## src/rtl/popcount_pipe.sv

```systemverilog
// popcount_pipe: pipelined popcount of d (in_valid) giving q/disp=2q-WIDTH/gt_half/eq_half/out_valid after L+1 clocks, plus running disparity acc (clr clears it); defining POPCOUNT_ACC_SAT_EN makes acc saturate and adds the acc_sat clamp pulse
module popcount_pipe #(
  parameter int WIDTH = 8,
  parameter int ACC_W = 8,
  localparam int CW = $clog2(WIDTH + 1)
) (
  input  logic                    clk,
  input  logic                    rst,
  input  logic [WIDTH-1:0]        d,
  input  logic                    in_valid,
  input  logic                    clr,
  output logic [CW-1:0]           q,
  output logic signed [CW:0]      disp,
  output logic                    gt_half,
  output logic                    eq_half,
  output logic                    out_valid,
`ifdef POPCOUNT_ACC_SAT_EN
  output logic                    acc_sat,
`endif
  output logic signed [ACC_W-1:0] acc
);
  localparam int L = $clog2(WIDTH);
  logic [L:0] v;
  always_ff @(posedge clk) v <= rst ? '0 : (L + 1)'({v, in_valid});
  for (genvar k = 0; k <= L; k++) begin : lvl
    localparam int N = (WIDTH + (1 << k) - 1) >> k;
    localparam int W = k + 1 < CW ? k + 1 : CW;
    logic [N-1:0][W-1:0] s, nx;
    if (k == 0) begin : g_in
      assign nx = d;
    end else begin : g_add
      localparam int P = (WIDTH + (1 << (k - 1)) - 1) >> (k - 1);
      for (genvar i = 0; i < N; i++) begin : g_e
        if (2 * i + 1 < P) begin : g_pair
          assign nx[i] = W'(lvl[k-1].s[2*i]) + W'(lvl[k-1].s[2*i+1]);
        end else begin : g_odd
          assign nx[i] = W'(lvl[k-1].s[2*i]);
        end
      end
    end
    always_ff @(posedge clk) s <= rst ? '0 : nx;
  end
  logic [CW-1:0] sum;
  logic [CW:0] twice;
  assign sum = lvl[L].s[0];
  assign twice = {sum, 1'b0};
  always_ff @(posedge clk)
    if (rst) begin
      q <= '0;
      disp <= '0;
      gt_half <= 1'b0;
      eq_half <= 1'b0;
      out_valid <= 1'b0;
    end else begin
      out_valid <= v[L];
      if (v[L]) begin
        q <= sum;
        disp <= $signed(twice - (CW + 1)'(WIDTH));
        gt_half <= twice > (CW + 1)'(WIDTH);
        eq_half <= twice == (CW + 1)'(WIDTH);
      end
    end
  logic signed [ACC_W-1:0] base, inc;
  assign base = clr ? '0 : acc;
  assign inc = out_valid ? ACC_W'(disp) : '0;
`ifdef POPCOUNT_ACC_SAT_EN
  logic signed [ACC_W:0] wide;
  logic ovf;
  assign wide = (ACC_W + 1)'(base) + (ACC_W + 1)'(inc);
  assign ovf = wide[ACC_W] ^ wide[ACC_W-1];
  always_ff @(posedge clk)
    if (rst) begin
      acc <= '0;
      acc_sat <= 1'b0;
    end else begin
      acc <= ovf ? {wide[ACC_W], {(ACC_W - 1){~wide[ACC_W]}}} : wide[ACC_W-1:0];
      acc_sat <= ovf;
    end
`else
  always_ff @(posedge clk) acc <= rst ? '0 : base + inc;
`endif
endmodule

```

## config.mk

```make
export PLATFORM = sky130hd
export DESIGN_NAME = popcount_pipe
export DESIGN_NICKNAME = d
export VERILOG_FILES = /design/src/rtl/popcount_pipe.sv
export SDC_FILE = /design/constraint.sdc
export NUM_CORES = 1
export LEC_CHECK = 0
export BUFFER_PORTS_ARGS = -buffer_cell sky130_fd_sc_hd__buf_2
export CAP_MARGIN = 15
export CORE_MARGIN = 4
export CORE_UTILIZATION = 25
export CTS_BUF_LIST = sky130_fd_sc_hd__clkbuf_16
export DETAILED_ROUTE_END_ITERATION = 8
export HOLD_SLACK_MARGIN = 0.12
export PLACE_DENSITY = 0.49
export SKIP_LAST_GASP = 1
export SYNTH_ARGS = -nofsm -noshare
export SYNTH_HDL_FRONTEND = slang
export SYNTH_SLANG_ARGS = --single-unit
```

## constraint.sdc

```tcl
create_clock -name clk -period 1.95 [get_ports clk]
set_input_delay 0 -clock clk [delete_from_list [all_inputs] [get_ports clk]]
set_output_delay 0 -clock clk [all_outputs]
set_load 0.1 [all_outputs]
```

==> flow_metrics.env, run 1 <==
export IMPL_clk_pin_slew_ns=0.06
export IMPL_dr_wl_met2_um=1520
export IMPL_final_layout_size_suffix_gt1_share_pct=29.6
export IMPL_cp_top_family="simple AND/OR/NAND/NOR gates"
export IMPL_grt_overflow=0
export IMPL_drv_cap=0
export IMPL_p_switching_uw=425
export IMPL_dp_cells=305
export IMPL_cts_sinks=46
export IMPL_syn_inst=183
export IMPL_stdcell_count=325
export IMPL_syn2layout_area_growth_pct=29.3
export IMPL_fin_crit_sh_pct=98.4
export IMPL_wl_met3_um=281
export IMPL_power_frac_comb_pct=6.1
export IMPL_dp_hpwl_um=2290
export IMPL_clockBufferDepth=2
export IMPL_fin_tns_setup_ns=0
export IMPL_core_um2=7330
export IMPL_synthMuxAreaShare_pct=3.67
export IMPL_critPathKind="reg2reg"
export IMPL_synth_seq_cells=46
export IMPL_die_height_um=95.3
export IMPL_synth_compound_area_share_pct=7.15
export IMPL_fp_row_count=31
export IMPL_switching_share_pct=22.2
export IMPL_clockRootBuffer="clkbuf_16"
export IMPL_wl_met1_um=1500
export IMPL_final_nets=254
export IMPL_async_flop_share_pct=0
export IMPL_antenna_found_initial=0
export IMPL_wl_per_cell_um=10.3
export IMPL_ys_seq_area_share_pct=48.3
export IMPL_groute_usage_overall_pct=8.35
export IMPL_io_pins=32
export IMPL_p_per_area_nw_per_um2=776
export IMPL_gp_congestion=0.781
export IMPL_die_x_um=95.3
export IMPL_drcViolationCount=0
export IMPL_critical_path_buf_inv_count=0
export IMPL_syn_avg_cell_area_um2=10.4
export IMPL_synthAdderAreaFrac_pct=12.7
export IMPL_synth_edf_count=0
export IMPL_slowest_stage="or3_4"
export IMPL_synth_top_family_by_area="simple AND/OR/NAND/NOR gates"
export IMPL_synth_warnings=0
export IMPL_p_int_uw=1490
export IMPL_vias=1312
export IMPL_synth_main_ff_cell="dfxtp_1"
export IMPL_drtPass1Iterations=4
export IMPL_drt_iter0_markers=21
export IMPL_timing_hold_ws_ns=0.234
export IMPL_syn_area_um2=1910
export IMPL_ir_drop_mv=0.343
export IMPL_die_area_um2=9090
export IMPL_synth_xor_area_share_pct=2.30
export IMPL_grt_first_pass_wirelength_um=5810
export IMPL_hold_viol_final=0
export IMPL_cts_made_buffers=5
export IMPL_cpPeakStageDelay_ns=0.38
export IMPL_totalWireLength_um=3350
export IMPL_crit_required_ns=2.10
export IMPL_setup_viol=0
export IMPL_synth_distinct_cells=37
export IMPL_critPathCaptureType="flip-flop"
export IMPL_cp_cell_sequence="and2_4, ha_4, fa_2, a21o_1, or3_4, a41oi_2, a21oi_1"
export IMPL_start_util_pct=26.0
export IMPL_cts_tree="built"
export IMPL_maxSlewViolCount=0
export IMPL_leakagePower_uw=0.00105
export IMPL_finalCriticalPeriod_ns=1.92
export IMPL_clk_latency_ns=0.28
export IMPL_io_buffers=29
export IMPL_hold_path_class="in2reg"
export IMPL_n_antenna_cell=0
export IMPL_pwr_share_clk_pct=42.9
export IMPL_drtAntennaViolNets=0
export IMPL_grt_max_degree=47
export IMPL_dr_max_layer_used="met4"
export IMPL_cp_start_kind="flip-flop"
export IMPL_worstPathArrival_ns=2.07
export IMPL_via_per_inst=4.04
export IMPL_synth_simple_area_share_pct=20.4
export IMPL_crit_path_max_fanout=3
export IMPL_finClkSkew_ns=0.00578
export IMPL_fmax_mhz=521
export IMPL_grt_pass1_vias=1283
export IMPL_status="finished clean"
export IMPL_rsz0062_at_grt="true"
export IMPL_pwr_share_seq_pct=51.0
export IMPL_cts_htree_levels=2
synth_stat cells (2+ instances only):
master	number	area, um2
a21o_1	2	15.0
buf_4	4	30.0
nor2b_1	35	219
xnor2_1	4	35.0
nand3_1	3	15.0
and2_2	3	22.5
ha_1	13	163
inv_1	7	26.3
a21oi_1	7	35.0
nor2_1	15	56.3
nor3_1	2	10.0
fa_1	4	80.1
clkbuf_1	6	22.5
dfxtp_1	46	921
nand2_1	2	7.51
mux2i_1	7	70.1
buf_2	2	10.0
or3_1	2	12.5
final timing paths:
check             start      to  slack [ns]  cells after the start
hold reg to reg    v[1]    v[2]        0.43                      1
setup / recovery   q[0]  acc[5]        0.03                      7
hold / removal      clr  acc[1]        0.23                      4
setup reg to reg   q[0]  acc[5]        0.03                      7
power by group through the flow:
stage	clock, uW	combinational [uW]	sequential [uW]
2_1_floorplan	0	70.9	1000
3_3_place_gp	0	102	998
3_5_place_dp	0	103	999
4_1_cts	857	118	977
5_1_grt	899	132	979
6_report	820	117	977
sequential cells by signal, summed over array words and instances (netlist names):
name / count
out_valid: 1
acc: 7
eq_half: 1
disp: 2
lvl.s: 26
q: 4
v: 4
gt_half: 1
cells by family after synthesis:
logic type,after synthesis
simple gates,68
fa+ha+maj,17
flops,46
compound gates,19
mux,7
other cells,1
xor+xnor,5
buf+inv,20
stage by stage:
stage / worst slack [ns] / total power, uW / cell area [um2] / util, %
final: 0.0314 / 1910 / 2470 / 33.6
after floorplan: -0.120 / 1080 / 1960 / -
after CTS: -0.000163 / 1950 / 2470 / 33.6
after detailed placement: -0.0192 / 1100 / 2200 / 30.0
after global routing: -0.0672 / 2010 / 2470 / 33.6
after global placement: 0.00866 / 1100 / 2200 / 30.0
per-layer routing:
layer  global-route usage (%)  vias to the layer above
met5                        0                        -
li1                         -                      682
met1                     9.68                      590
met2                     13.5                       35
met3                     3.87                        5
met4                     2.88                        0
cells in the final DEF, fill, tap and decap left out, drive strengths merged, types with 3 or more instances in the layout:
cell	instances
a21oi	8
and2	5
buf	38
clkbuf	5
dfxtp	46
dlygate4sd3	9
fa	4
ha	13
inv	7
mux2i	7
nand3	3
nor2	15
nor2b	35
xnor2	4
what timing repair did:
item                                    in CTS  in global routing
endpoints found under the setup margin       1                  1
pin swaps                                    7                  3
gates resized for setup                      2                  0
buffers inserted                             3                  0
hold buffers                                 9                  0
endpoints found under the hold margin        9                  0
worst min-delay path, stage by stage:
cell     delay (ns)
buf_2          0.13
nor2b_4        0.12
ha_4           0.13
nor2b_1        0.10
area by class of cell:
class / instances / area, um2
clock buffers: 5 / 125
clock inverters: 3 / 21.3
fillers: 736 / 4860
inverters: 7 / 26.3
multi-input cells: 118 / 930
flip-flops and latches: 46 / 937
well taps: 99 / 124
repair buffers: 47 / 303
Note: power is estimated with default switching activity, not from simulation.
==> inputs of run 2 (changes only) <==
--- a/config.mk
+++ b/config.mk
@@ -5,6 +5,7 @@
 export SDC_FILE = /design/constraint.sdc
 export NUM_CORES = 1
 export LEC_CHECK = 0
+export ABC_AREA = 1
 export BUFFER_PORTS_ARGS = -buffer_cell sky130_fd_sc_hd__buf_2
 export CAP_MARGIN = 15
 export CORE_MARGIN = 4
==> run 2 against run 1 <==
Net effect: global-route usage fell by 0.68 points; critical path type unchanged; non-clock buffer count fell by 7; die area fell by 0.66%; clock power is 29% higher; first-iteration DRC count rose by 52%; critical path depth grew 3; cell count grew 12%; via count grew 3.0%; worst setup slack better by 0.15 ns; cell area fell by 2.0%.
==> flow_metrics.env, run 2 <==
export IMPL_start_util_pct=26.0
export IMPL_dp_hpwl_um=2260
export IMPL_antenna_found_initial=0
export IMPL_clockRootBuffer="clkbuf_16"
export IMPL_ir_drop_mv=0.505
export IMPL_yosysTopAreaCellShare_pct=48.6
export IMPL_synth_edf_count=0
export IMPL_io_buffers=29
export IMPL_fmax_mhz=565
export IMPL_drt_iter0_markers=32
export IMPL_fin_ws_ns=0.179
export IMPL_syn_inst=226
export IMPL_syn_avg_cell_area_um2=8.38
export IMPL_fp_row_count=31
export IMPL_use_met3_pct=2.84
export IMPL_cts_sinks=46
export IMPL_totalWireLength_um=3050
export IMPL_critPathKind="reg2reg"
export IMPL_top_regs="lvl.s (26), acc (7)"
export IMPL_grt_overflow=0
export IMPL_cts_tree="built"
export IMPL_reg2reg_slack_ns=0.18
export IMPL_final_common_cell="nor2_1"
export IMPL_syn2layout_area_growth_pct=27.6
export IMPL_crit_path_max_fanout=5
export IMPL_synth_distinct_cells=25
export IMPL_fin_crit_sh_pct=90.8
export IMPL_drtAntennaViolNets=0
export IMPL_finalCriticalPeriod_ns=1.77
export IMPL_fin_total_pwr_uw=2180
export IMPL_ys_seq_area_share_pct=48.6
export IMPL_final_nets=293
export IMPL_core_um2=7290
export IMPL_status="finished clean"
export IMPL_stdcell_count=364
export IMPL_synth_seq_cells=46
export IMPL_clk_latency_ns=0.28
export IMPL_finClkSkew_ns=0.00345
export IMPL_regMostFlops="lvl.s"
export IMPL_gp_congestion=0.757
export IMPL_n_antenna_cell=0
export IMPL_use_met1_pct=8.17
export IMPL_synth_main_ff_cell="dfxtp_1"
export IMPL_die_x_um=95.0
export IMPL_via_per_inst=3.71
export IMPL_io_pins=32
export IMPL_maxSlewViolCount=0
export IMPL_post_place_ws_ns=0.193
export IMPL_largest_reg_flops=26
export IMPL_die_height_um=95.0
export IMPL_async_flop_share_pct=0
export IMPL_grt_first_pass_wirelength_um=5360
export IMPL_cp_start_kind="flip-flop"
export IMPL_hold_viol_final=0
export IMPL_hold_path_class="in2reg"
export IMPL_p_per_area_nw_per_um2=903
export IMPL_die_area_um2=9030
export IMPL_crit_required_ns=2.12
export IMPL_synth_largest_area_cell="dfxtp_1"
export IMPL_ctsHoldBuffers=10
export IMPL_vias=1351
export IMPL_setup_viol=0
export IMPL_synthTopCellsByCount="nor2_1, dfxtp_1, inv_1, nand2_1, a21oi_1"
export IMPL_worstPathArrival_ns=1.94
export IMPL_syn_area_um2=1890
export IMPL_leakagePower_uw=0.00119
export IMPL_drtPass1Iterations=2
export IMPL_critPathCaptureType="flip-flop"
export IMPL_groute_usage_overall_pct=7.67
export IMPL_wl_per_cell_um=8.38
export IMPL_drcViolationCount=0
export IMPL_synth_most_common_cell="nor2_1"
export IMPL_cts_setup_buffers=0
export IMPL_fin_tns_setup_ns=0
export IMPL_grt_pass1_vias=1319
export IMPL_dp_cells=346
export IMPL_most_common_layout_cells="nor2_1, inv_1, dfxtp_1, buf_2, nand2_1"
export IMPL_cts_made_buffers=5
export IMPL_cts_htree_levels=2
export IMPL_clockBufferDepth=2
export IMPL_drv_cap=0
export IMPL_grt_util_met2_pct=13.4
export IMPL_grt_busiest_layer="met2"
export IMPL_synth_warnings=0
export IMPL_netlist_top_cells_area="dfxtp_1, nor2_1, inv_1"
export IMPL_grt_max_degree=30
export IMPL_final_layout_size_suffix_gt1_share_pct=20.8
export IMPL_rsz0062_at_grt="false"
export IMPL_cts_resized=0
export IMPL_clk_pin_slew_ns=0.06
run 2: worst max-delay path, stage by stage, from the launching register on:
cell	delay, ns
dfxtp_2	0.35
nand2_1	0.07
inv_1	0.04
ha_1	0.20
fa_1	0.41
a21oi_1	0.27
a21oi_4	0.10
nand3_2	0.08
nand3_2	0.05
nand2_1	0.06
nor2_1	0.04
run 2: logic make-up (layout without fill, tap and decap cells):
group / after synthesis / in the layout / synth area share, %
AOI/OAI and AO/OA: 27 / 27 / 7.87
xor gates and xnor gates: 2 / 2 / 0.925
adders and majority gates: 17 / 17 / 12.8
buffers and inverters: 56 / 94 / 12.3
DFF: 46 / 46 / 48.6
other: 1 / 2 / 0.198
and+or+nand+nor: 77 / 77 / 17.3
run 2: worst paths after layout:
kind              startpoint  cells after the start     end
setup reg to reg   out_valid                     10  acc[7]
hold / removal           clr                      4  acc[4]
hold reg to reg         v[1]                      2    v[2]
setup / recovery   out_valid                     10  acc[7]
run 2: where the power goes:
part           total, uW  leakage (uW)  switching, uW  internal (uW)
Sequential           983      0.000379           11.9            971
Clock               1060     0.0000915            332            729
Combinational        138      0.000715           91.9           45.8
run 2: final cells by class:
class,count,area (um2)
Timing Repair Buffer,40,253
Multi-Input combinational cell,125,743
Inverter,46,178
Tap cell,99,124
Sequential cell,46,930
Fill cell,794,4880
Clock inverter,3,63.8
Clock buffer,5,125
run 2: metal layers:
layer	vias up	share of wire, %	routed length (um)
met2	31	45	1380
met5	-	0	0
met4	0	1.8	55
met3	6	7.8	239
li1	747	-	-
met1	567	45	1370
run 2: metrics by stage:
step | instance area, um2 | utilization [%] | hold slack (ns)
finish | 2420 | 33.1 | 0.157
global route | 2420 | 33.1 | 0.212
floorplan | 1910 | - | 0.107
CTS | 2420 | 33.1 | 0.157
detailed placement | 2130 | 29.2 | 0.207
global placement | 2130 | 29.2 | 0.201
==> inputs of run 3 (changes only) <==
--- a/config.mk
+++ b/config.mk
@@ -11,9 +11,10 @@
 export CORE_MARGIN = 4
 export CORE_UTILIZATION = 25
 export CTS_BUF_LIST = sky130_fd_sc_hd__clkbuf_16
+export CTS_CLUSTER_SIZE = 12
 export DETAILED_ROUTE_END_ITERATION = 8
 export HOLD_SLACK_MARGIN = 0.12
-export PLACE_DENSITY = 0.49
+export PLACE_DENSITY = 0.48
 export SKIP_LAST_GASP = 1
 export SYNTH_ARGS = -nofsm -noshare
 export SYNTH_HDL_FRONTEND = slang
==> constraint.sdc (replaced) <==
create_clock -name clk -period 1.65 [get_ports clk]
set_input_delay 0 -clock clk [delete_from_list [all_inputs] [get_ports clk]]
set_output_delay 0 -clock clk [all_outputs]
set_load 0.1 [all_outputs]
==> run 3 against run 2 <==
Net effect: wire length rose by 9.2%; die area did not move; cell area rose by 4.0%; total power rose by 5.7%; combinational power rose by 26%; clock skew barely moved; register-to-register slack got worse by 0.099 ns; sequential share of layout area fell by 0.65 points; cell count rose by 1.9%; via count rose by 2.3%; largest power group is now sequential cells.
==> flow_metrics.env, run 3 (synthesized netlist as in run 2, its figures left out) <==
export IMPL_reg2reg_slack_ns=0.08
export IMPL_clockRootBuffer="clkbuf_16"
export IMPL_grt_overflow=0
export IMPL_fmax_mhz=637
export IMPL_ir_drop_mv=0.542
export IMPL_hold_depth=4
export IMPL_crit_path_max_fanout=5
export IMPL_drtAntennaViolNets=0
export IMPL_grt_first_pass_wirelength_um=5820
export IMPL_via_per_inst=3.73
export IMPL_groute_usage_overall_pct=8.32
export IMPL_p_per_area_nw_per_um2=917
export IMPL_worstPathArrival_ns=1.75
export IMPL_maxSlewViolCount=0
export IMPL_fp_row_count=31
export IMPL_n_antenna_cell=0
export IMPL_clk_latency_ns=0.28
export IMPL_totalWireLength_um=3330
export IMPL_dp_hpwl_um=2410
export IMPL_io_buffers=29
export IMPL_hold_path_class="in2reg"
export IMPL_cts_made_buffers=5
export IMPL_drtPass1Iterations=4
export IMPL_final_layout_size_suffix_gt1_share_pct=27.2
export IMPL_critPathCaptureType="flip-flop"
export IMPL_die_height_um=95.0
export IMPL_stdcell_count=371
export IMPL_io_pins=32
export IMPL_wl_per_cell_um=8.97
export IMPL_r2r_cells=10
export IMPL_cp_start_kind="flip-flop"
export IMPL_final_fill_count=791
export IMPL_grt_busiest_layer="met2"
export IMPL_most_common_layout_cells="nor2_1, inv_1, dfxtp_1, buf_2, nand2_1"
export IMPL_crit_required_ns=1.83
export IMPL_dp_cells=347
export IMPL_drt_iter0_markers=27
export IMPL_drcViolationCount=0
export IMPL_power_frac_comb_pct=7.6
export IMPL_cts_sinks=46
export IMPL_grt_util_met2_pct=14.0
export IMPL_final_common_cell="nor2_1"
export IMPL_final_nets=300
export IMPL_grt_pass1_vias=1351
export IMPL_p_switching_uw=547
export IMPL_critPathKind="reg2reg"
export IMPL_fin_tns_setup_ns=0
export IMPL_core_um2=7290
export IMPL_cts_tree="built"
export IMPL_rsz0062_at_grt="true"
export IMPL_clockBufferDepth=2
export IMPL_grt_max_degree=30
export IMPL_status="finished clean"
export IMPL_start_util_pct=26.0
export IMPL_finalCriticalPeriod_ns=1.57
export IMPL_worstHoldStart="clr"
export IMPL_top_regs="lvl.s (26), acc (7)"
export IMPL_leakagePower_uw=0.00120
export IMPL_die_x_um=95.0
export IMPL_fin_crit_sh_pct=95.2
export IMPL_syn2layout_area_growth_pct=32.8
export IMPL_r2r_end="acc[7]"
export IMPL_regMostFlops="lvl.s"
export IMPL_clk_pin_slew_ns=0.06
export IMPL_antenna_found_initial=0
export IMPL_hold_viol_final=0
export IMPL_finClkSkew_ns=0.00350
export IMPL_cts_htree_levels=2
export IMPL_pwr_share_seq_pct=49.9
export IMPL_vias=1382
export IMPL_fin_total_pwr_uw=2310
export IMPL_use_met1_pct=9.46
export IMPL_gp_congestion=0.780
export IMPL_reg2reg_from="out_valid"
export IMPL_die_area_um2=9030
export IMPL_hold_end="acc[4]"
export IMPL_drv_cap=0
export IMPL_largest_reg_flops=26
export IMPL_setup_worst_path_start="out_valid"
export IMPL_use_met3_pct=2.76
export IMPL_p_int_uw=1760
export IMPL_setup_viol=0
export IMPL_pwr_share_clk_pct=42.6
export IMPL_switching_share_pct=23.7
[run 3: cell count changes in the layout (fill, tap and decap cells not counted), sizes merged]
cell,before,now
dlygate4sd3,10,14
buf,30,33
bufinv,2,0
clkinv,2,3
inv,45,46
[run 3: worst max-delay path, stage by stage, from the launching register on]
cell and delay [ns]:
dfxtp_4 0.36, nand2_1 0.07, inv_2 0.04, ha_4 0.15
fa_2 0.37, a21oi_4 0.16, a21oi_4 0.08, nand3_2 0.08
nand3_2 0.06, nand2_1 0.06, nor2_1 0.04
[run 3: layout make-up]
type / count / area (um2) / share of cell area, %
clock buffers: 5 / 125 / 4.98
inverters: 46 / 178 / 7.07
clock inverters: 3 / 20.0 / 0.796
flip-flops and latches: 46 / 951 / 37.8
repair buffers: 47 / 315 / 12.5
well taps: 99 / 124 / 4.93
multi-input cells: 125 / 801 / 31.9
[run 3: how the worst max path moves through the flow]
stage / end / cells after the start
after floorplan: acc[7] / 10
after global placement: acc[7] / 10
after detailed placement: acc[7] / 10
after CTS: acc[7] / 10
after global routing: acc[6] / 12
final: acc[7] / 10
[run 3: metal layers]
layer	part of all wire, %	vias to the layer above
met4	1.9	0
met5	0	-
met2	46	30
met3	6.3	7
met1	45	584
li1	-	761
[run 3: stage by stage]
stage          setup WS [ns]  utilization (%)  hold WS [ns]  area [um2]
6_report              0.0799             34.5         0.201        2510
5_1_grt              -0.0271             34.5         0.252        2510
4_1_cts               0.0171             33.6         0.165        2450
3_5_place_dp          0.0255             29.7         0.206        2170
3_3_place_gp          0.0453             29.7         0.199        2170
2_1_floorplan        -0.0339                -         0.107        1940
[run 3: what timing repair did]
action | in CTS | in global routing
hold buffers | 14 | 0
setup endpoints to repair | 0 | 3
setup buffers | 0 | 2
gates resized for setup | 0 | 12
endpoints found under the hold margin | 11 | 0
[run 3: power by group through the flow]
stage | Combinational (uW) | Sequential [uW] | Clock (uW)
floorplan | 95.7 | 1200 | 0
global placement | 148 | 1180 | 0
detailed placement | 151 | 1180 | 0
CTS | 176 | 1150 | 1020
global route | 199 | 1150 | 1050
finish | 174 | 1150 | 982
